## src/rtl/ecc_scrub_ctrl.sv

```systemverilog
// ecc_scrub_ctrl: arbitrates a SECDED memory array between a host port and a background scrubber,
// with saturating SEC/DED counters. Define ECC_SCRUB_DED_LOG_EN to add first-DED address capture.
module ecc_scrub_ctrl #(
    parameter int unsigned ADDR_W         = 4,
    parameter int unsigned DATA_W         = 8,
    parameter int unsigned SCRUB_INTERVAL = 256,
    parameter int unsigned STARVE_LIMIT   = 16
) (
    input  logic              clock,
    input  logic              reset,
    input  logic              scrub_en,
    input  logic              cnt_clr,
    input  logic              host_req,
    input  logic              host_we,
    input  logic [ADDR_W-1:0] host_addr,
    input  logic [DATA_W-1:0] host_wdata,
    output logic              host_gnt,
    output logic              host_rvalid,
    output logic [DATA_W-1:0] host_rdata,
    output logic              host_err,
    output logic              mem_req,
    output logic              mem_we,
    output logic [ADDR_W-1:0] mem_addr,
    output logic [DATA_W-1:0] mem_wdata,
    input  logic [DATA_W-1:0] mem_rdata,
    input  logic              mem_sec,
    input  logic              mem_ded,
    output logic [7:0]        sec_count,
    output logic [7:0]        ded_count,
    output logic              ded_irq,
    output logic              scrub_wrap
`ifdef ECC_SCRUB_DED_LOG_EN
    ,
    output logic              ded_log_valid,
    output logic [ADDR_W-1:0] ded_log_addr
`endif
);

    localparam int unsigned TMR_W = (SCRUB_INTERVAL > 1) ? $clog2(SCRUB_INTERVAL) : 1;
    localparam int unsigned STV_W = $clog2(STARVE_LIMIT + 1);
    localparam int unsigned CNT_W = 8;

    localparam logic [TMR_W-1:0]  TMR_LAST = TMR_W'(SCRUB_INTERVAL - 1);
    localparam logic [STV_W-1:0]  STV_MAX  = STV_W'(STARVE_LIMIT);
    localparam logic [ADDR_W-1:0] PTR_LAST = '1;
    localparam logic [CNT_W-1:0]  CNT_MAX  = '1;

    typedef enum logic [1:0] {
        S_IDLE      = 2'd0,
        S_SCRUB_CHK = 2'd1,
        S_SCRUB_WB  = 2'd2
    } state_t;

    state_t            r_state;
    state_t            w_state_nxt;
    logic [TMR_W-1:0]  r_timer;
    logic              r_scrub_pending;
    logic [STV_W-1:0]  r_starve;
    logic [ADDR_W-1:0] r_scrub_ptr;
    logic [DATA_W-1:0] r_wb_data;
    logic              r_host_rd;
    logic [CNT_W-1:0]  r_sec_count;
    logic [CNT_W-1:0]  r_ded_count;
    logic              r_ded_irq;
    logic              r_scrub_wrap;

    logic w_scrub_go;
    logic w_host_gnt;
    logic w_ptr_adv;
    logic w_resp;
    logic w_sec_evt;
    logic w_ded_evt;

    // Arbitration and array drive; reset suppresses every access, abandoning a pending write-back
    always_comb begin
        w_state_nxt = r_state;
        w_scrub_go  = 1'b0;
        w_host_gnt  = 1'b0;
        w_ptr_adv   = 1'b0;
        mem_req     = 1'b0;
        mem_we      = 1'b0;
        mem_addr    = host_addr;
        mem_wdata   = host_wdata;
        if (!reset) begin
            case (r_state)
                S_IDLE: begin
                    if (r_scrub_pending && (!host_req || (r_starve == STV_MAX))) begin
                        w_scrub_go  = 1'b1;
                        mem_req     = 1'b1;
                        mem_addr    = r_scrub_ptr;
                        w_state_nxt = S_SCRUB_CHK;
                    end else if (host_req) begin
                        w_host_gnt = 1'b1;
                        mem_req    = 1'b1;
                        mem_we     = host_we;
                    end
                end
                S_SCRUB_CHK: begin
                    if (mem_sec) begin
                        w_state_nxt = S_SCRUB_WB;
                    end else begin
                        w_ptr_adv   = 1'b1;
                        w_state_nxt = S_IDLE;
                    end
                end
                S_SCRUB_WB: begin
                    mem_req     = 1'b1;
                    mem_we      = 1'b1;
                    mem_addr    = r_scrub_ptr;
                    mem_wdata   = r_wb_data;
                    w_ptr_adv   = 1'b1;
                    w_state_nxt = S_IDLE;
                end
                default: w_state_nxt = S_IDLE;
            endcase
        end
    end

    assign host_gnt  = w_host_gnt;
    assign w_resp    = r_host_rd || (r_state == S_SCRUB_CHK);
    assign w_sec_evt = w_resp && mem_sec;
    assign w_ded_evt = w_resp && mem_ded;

    always_ff @(posedge clock) begin
        if (reset) begin
            r_state <= S_IDLE;
        end else begin
            r_state <= w_state_nxt;
        end
    end

    // Scrub timer, pending flag and host-starvation counter
    always_ff @(posedge clock) begin
        if (reset) begin
            r_timer         <= '0;
            r_scrub_pending <= 1'b0;
            r_starve        <= '0;
        end else begin
            if (w_scrub_go) begin
                r_starve <= '0;
            end else if (w_host_gnt && r_scrub_pending && (r_starve != STV_MAX)) begin
                r_starve <= r_starve + STV_W'(1);
            end
            if (scrub_en) begin
                if (r_timer == TMR_LAST) begin
                    r_timer         <= '0;
                    r_scrub_pending <= 1'b1;
                end else begin
                    r_timer <= r_timer + TMR_W'(1);
                    if (w_scrub_go) begin
                        r_scrub_pending <= 1'b0;
                    end
                end
            end else begin
                r_timer         <= '0;
                r_scrub_pending <= 1'b0;
            end
        end
    end

    // Scrub pointer, write-back word and host read tracking
    always_ff @(posedge clock) begin
        if (reset) begin
            r_scrub_ptr  <= '0;
            r_wb_data    <= '0;
            r_scrub_wrap <= 1'b0;
            r_host_rd    <= 1'b0;
        end else begin
            if ((r_state == S_SCRUB_CHK) && mem_sec) begin
                r_wb_data <= mem_rdata;
            end
            if (w_ptr_adv) begin
                r_scrub_ptr <= r_scrub_ptr + ADDR_W'(1);
            end
            r_scrub_wrap <= w_ptr_adv && (r_scrub_ptr == PTR_LAST);
            r_host_rd    <= w_host_gnt && !host_we;
        end
    end

    // Saturating error counters; clear has priority over a same-cycle event
    always_ff @(posedge clock) begin
        if (reset) begin
            r_sec_count <= '0;
            r_ded_count <= '0;
            r_ded_irq   <= 1'b0;
        end else begin
            if (cnt_clr) begin
                r_sec_count <= '0;
                r_ded_count <= '0;
            end else begin
                if (w_sec_evt && (r_sec_count != CNT_MAX)) begin
                    r_sec_count <= r_sec_count + CNT_W'(1);
                end
                if (w_ded_evt && (r_ded_count != CNT_MAX)) begin
                    r_ded_count <= r_ded_count + CNT_W'(1);
                end
            end
            r_ded_irq <= w_ded_evt;
        end
    end

    assign host_rvalid = r_host_rd;
    assign host_rdata  = r_host_rd ? mem_rdata : '0;
    assign host_err    = r_host_rd && mem_ded;
    assign sec_count   = r_sec_count;
    assign ded_count   = r_ded_count;
    assign ded_irq     = r_ded_irq;
    assign scrub_wrap  = r_scrub_wrap;

`ifdef ECC_SCRUB_DED_LOG_EN
    logic [ADDR_W-1:0] r_host_addr;
    logic              r_log_valid;
    logic [ADDR_W-1:0] r_log_addr;

    // First DED address since reset or clear; host responses use the address granted a cycle earlier
    always_ff @(posedge clock) begin
        if (reset) begin
            r_host_addr <= '0;
            r_log_valid <= 1'b0;
            r_log_addr  <= '0;
        end else begin
            if (w_host_gnt) begin
                r_host_addr <= host_addr;
            end
            if (cnt_clr) begin
                r_log_valid <= 1'b0;
                r_log_addr  <= '0;
            end else if (w_ded_evt && !r_log_valid) begin
                r_log_valid <= 1'b1;
                r_log_addr  <= r_host_rd ? r_host_addr : r_scrub_ptr;
            end
        end
    end

    assign ded_log_valid = r_log_valid;
    assign ded_log_addr  = r_log_addr;
`endif

endmodule
```

## config.mk

```make
export PLATFORM = sky130hd
export DESIGN_NAME = ecc_scrub_ctrl
export DESIGN_NICKNAME = d
export VERILOG_FILES = /design/src/rtl/ecc_scrub_ctrl.sv
export SDC_FILE = /design/constraint.sdc
export NUM_CORES = 1
export LEC_CHECK = 0
export BUFFER_PORTS_ARGS = -buffer_cell sky130_fd_sc_hd__buf_4
export CORE_MARGIN = 2
export CORE_UTILIZATION = 32
export DETAILED_ROUTE_END_ITERATION = 12
export HOLD_SLACK_MARGIN = 0.08
export PLACE_DENSITY_LB_ADDON = 0.15
export SETUP_SLACK_MARGIN = 0.4
export SLEW_MARGIN = 30
export SYNTH_ARGS = -nofsm -noshare
export SYNTH_HDL_FRONTEND = slang
export SYNTH_SLANG_ARGS = --single-unit
export TNS_END_PERCENT = 100
```

## constraint.sdc

```tcl
create_clock -name clock -period 3.1 [get_ports clock]
set_input_delay 0.465 -clock clock [delete_from_list [all_inputs] [get_ports clock]]
set_output_delay 0.465 -clock clock [all_outputs]
set_load 0.05 [all_outputs]
```

# [Yosys cells after proc, flatten, opt, wreduce, memory -nomap -nowiden]
# Cells that the tools add are included.
[classes] eq_ne=9 n_reduce_logical=21 n_bitwise=1 add_sub_neg=5 n_mux=28
[ops] operator="$add 8x1->8 const B" n=3
[ops] operator="$mux 8" n=3
[ops] operator="$mux 1" n=16
[ops] operator="$ne 8x8->1 const B" n=2
[ops] operator="$logic_and 1x1->1" n=11
[ops] operator="$eq 8x8->1 const B" n=1
[ops] operator="$mux 4" n=2
[ops] operator="$pmux 4 s2" n=1
[ops] operator="$pmux 1 s2" n=3
[ops] operator="$reduce_or 2->1" n=3
[ops] operator="$add 5x1->5 const B" n=1
[ops] operator="$eq 5x5->1 const B" n=1
[ops] operator="$ne 5x5->1 const B" n=1
[ops] operator="$add 4x1->4 const B" n=1
[ops] operator="$eq 4x4->1 const B" n=1
[ops] operator="$mux 2" n=2
[ops] operator="$pmux 2 s2" n=1
[ops] operator="$reduce_or 3->1" n=1
[ops] operator="$eq 2x1->1 const B" n=1
[ops] operator="$eq 2x2->1 const B" n=1
[ops] operator="$logic_not 1->1" n=2
[ops] operator="$logic_not 2->1" n=1
[ops] operator="$logic_or 1x1->1" n=2
[ops] operator="$ne 2x2->1 const B" n=1
[ops] operator="2 further kinds" n=2
[word_totals] out_inout_bits=43 inputBits=28 ff_bits=47

# [Longest topological paths before layout]
[logic_depth] depth_word=8 mapped_depth=7 depth_no_buf=6

# [Least setup slack after synthesis]
# Ideal clock, no wire load.
[synth_path] path_type="reg2out" start="register r_state[0]" end="output port mem_we" path_buffers=1 setup_slack_ps=479 path_stages_with_launch=8 t_arrival_ps=2156 cell_sequence="dfxtp_1 -> inv_1 -> ha_1 -> clkbuf_1 -> nand3b_1 -> a21oi_1 -> nand2_1 -> nand2_1"
[synth_via] elab_chain_cells=3
[synth_lines] item="start, declared" line="54" source="state_t r_state;"
[synth_lines] item="start signal, assigned" line="128" source="r_state <= w_state_nxt;"
[synth_lines] item="$eq 2x2->1 / $logic_not 2->1 (equally long branches)" line="85" source="case (r_state)"
[synth_lines] item="$pmux 1 s2 (*)" line="85"
[synth_lines] item="$mux 1 (*)" line="84" source="if (!reset) begin"
[synth_lines] item="end, declared" line="22" source="output logic mem_we,"
# Mark *: on every way between the ends. The rest lies on a longest branch, timed or not.

# [Worst setup path after layout]
[layout_path] start="register r_starve[0]" end="output port mem_addr[1]"
[layout_via] elab_chain_cells=6
[layout_lines] item="start, declared" line="58" source="logic [STV_W-1:0] r_starve;"
[layout_lines] item="start signal, assigned" line="142" source="r_starve <= r_starve + STV_W'(1);"
[layout_lines] item="$eq 5x5->1" line="87" source="if (r_scrub_pending && (!host_req || (r_starve == STV_MAX))) begin"
[layout_lines] item="$logic_or 1x1->1" line="87"
[layout_lines] item="$logic_and 1x1->1" line="87"
[layout_lines] item="$mux 4" line="87"
[layout_lines] item="$pmux 4 s2" line="85"
[layout_lines] item="$mux 4" line="84"
[layout_lines] item="end, declared" line="23" source="output logic [ADDR_W-1:0] mem_addr,"
# Every way passes these cells.

==> flow_summary.json <==
{
  "min_period_ns": 2.54,
  "syn-cell-area_um2": 2390,
  "r2r_cells": 7,
  "dp_cells": 443,
  "num_rows": 31,
  "cts_tree": "done",
  "synth_largest_area_cell": "dfxtp_1",
  "sw_frac_of_total_pct": 26.3,
  "core_area_um2": 7250,
  "p_leak_uw": 0.00123,
  "die_h_um": 90.5,
  "synth_cell_types": 49,
  "netlist_instances": 283,
  "maxCapViolCount": 0,
  "ys_ff_latch": 47,
  "worstPathRequired_ns": 2.63,
  "synth_top_area_share_pct": 39.3,
  "finClkSkew_ns": 0.00801,
  "antenna_found_initial": 0,
  "power_density_nw_per_um2": 360,
  "post-route-drc-count": 0,
  "cts.sink_count": 47,
  "clock_latency_ns": 0.30,
  "slew_headroom_pct": 74.8,
  "die-area_um2": 8190,
  "utilization_pct": 42.5,
  "postCtsSetupRepairBufs": 0,
  "cts_max_level": 2,
  "areaGrowthSynthToFinish_pct": 28.9,
  "synth_area_leaders": "dfxtp_1, nand2_1, a21oi_1",
  "routed_via_density": 4.76,
  "synth-edff-count": 0,
  "final.setup.tns_ns": 0,
  "place_ws_ns": 0.632,
  "die_x_um": 90.5,
  "drt_iter0_markers": 67,
  "diodes": 0,
  "synthArstFlopShare_pct": 0,
  "min_path_type": "input pin to register",
  "yosysSeqAreaShare_pct": 39.3,
  "worstSetupEndpointType": "primary output",
  "combPwrFrac_pct": 12.7,
  "p_switching_uw": 293,
  "post_route_cells_drive_above_1_share_pct": 26.4,
  "ant_nets": 0,
  "setup_slack_ns": 0.557,
  "worst_pin_slew_ns": 0.372,
  "slew_viol_final": 0,
  "path_max_fanout": 4,
  "yosysWarnings": 0,
  "fin_cells": 451,
  "holdPathStages": 2,
  "gp_congestion": 0.737,
  "ioPinCount": 71,
  "grt_overflow": 0,
  "vdd_drop_max_mv": 0.169,
  "status": "complete, no violations",
  "grt_pass1_vias": 1977,
  "yosys-top-cells-count": "dfxtp_1, nand2_1, nor2_1",
  "cts_hold_buf": 0,
  "seqPwrFrac_pct": 54.8,
  "grt_start_max_net_pins": 28,
  "rsz0062_at_grt": "false",
  "cts-buffers-inserted": 5,
  "cp.arrival_ns": 2.08,
  "wire_per_inst_um": 12.0,
  "p_int_uw": 819,
  "drt_pass1_iterations": 4,
  "synth_flop_cell": "dfxtp_1",
  "port_buffers": 70,
  "hold_viol": 0,
  "finalSetupViolCount": 0,
  "cts.clk_slew.worst_paths_ns": 0.08,
  "vias": 2146,
  "syn_area_per_cell_um2": 8.46,
  "nets": 388,
  "cts_root_buf": "clkbuf_8",
  "regToRegSetupSlack_ns": 1.21,
  "worstSetupPathType": "register to primary output",
  "wirelength_um": 5390,
  "yosys.cell_count.top_type": "dfxtp_1",
  "syn_nets": 320,
  "timing.fmax_mhz": 393,
  "pwr-share-clk_pct": 32.5,
  "start_kind": "register",
  "clock_path_buffers": 2,
  "grt_pass1_wl_um": 9320,
  "finalCritPeriodShare_pct": 82.0,
  "start_util_pct": 33.0,
  "hpwl_um": 4130,
  "grt.total_usage_pct": 13.8
}
[final timing paths]
path	start	endpoint
min	host_we	host_rvalid
max reg2reg	r_state[1]	ded_count[6]
min reg2reg	r_wb_data[6]	r_wb_data[6]
max	r_starve[0]	mem_addr[1]
[power by group through the flow]
stage	sequential [uW]	combinational, uW	clock (uW)
2_1_floorplan	626	83.7	0
3_3_place_gp	623	142	0
3_5_place_dp	623	143	0
4_1_cts	609	143	379
5_1_grt	610	151	397
6_report	609	141	361
[metrics by stage]
step	total power [uW]	hold slack [ns]	cell area, um2
5_1_grt	1160	0.318	3090
3_5_place_dp	766	0.453	2990
6_report	1110	0.325	3090
4_1_cts	1130	0.317	3080
3_3_place_gp	765	0.449	2990
2_1_floorplan	709	0.426	2390
[sequential cells by signal (all words and copies together) (netlist names)]
signal and cells:
r_starve 5, r_wb_data 8, sec_count 8, host_rvalid 1, r_scrub_pending 1, ded_count 8
ded_irq 1, r_scrub_ptr 4, scrub_wrap 1, r_timer 8, r_state 2
[metal layers]
metal | GRT usage [%] | share of wire [%] | vias up
li1 | - | - | 1119
met1 | 18.6 | 51 | 960
met2 | 21.4 | 42 | 61
met5 | 0 | 0 | -
met3 | 4.01 | 5.8 | 6
met4 | 3.85 | 1.1 | 0
[timing repair]
action	CTS	global route
resized for setup	0	2
endpoints found under the hold margin	0	0
endpoints found under the setup margin	0	4
[cell families after synthesis]
logic type      Yosys count  synth area share (%)
flops                    47                  39.3
buf+inv                  26                  4.91
xor+xnor                 16                  5.85
mux                      12                  5.44
simple gates            118                  25.6
fa+ha+maj                 9                  4.70
compound gates           55                  14.2
[layout make-up]
class	count	area (um2)
fillers	755	4170
inverters	16	60.1
multi-input cells	210	1340
clock buffers	6	72.6
well taps	99	124
clock inverters	2	12.5
flip-flops and latches	47	941
repair buffers	71	533
[worst max-delay path, cell delays in order (launching register included)]
cell and delay (ns):
dfxtp_1 0.35, inv_1 0.07, ha_1 0.18, nand4bb_1 0.18
and2_1 0.25, o31ai_2 0.34, a22o_1 0.22, buf_4 0.20
[placed cells by master (no fill, tap or decap), types with 9 or more instances in the layout]
cell	n
a21oi_1	23
dfxtp_1	47
nand3_1	9
o21ai_0	9
buf_4	71
xnor2_1	11
ha_1	9
and2_1	12
inv_1	16
nor2_1	27
nand2_1	32
Power figures use the tool's default switching activity.
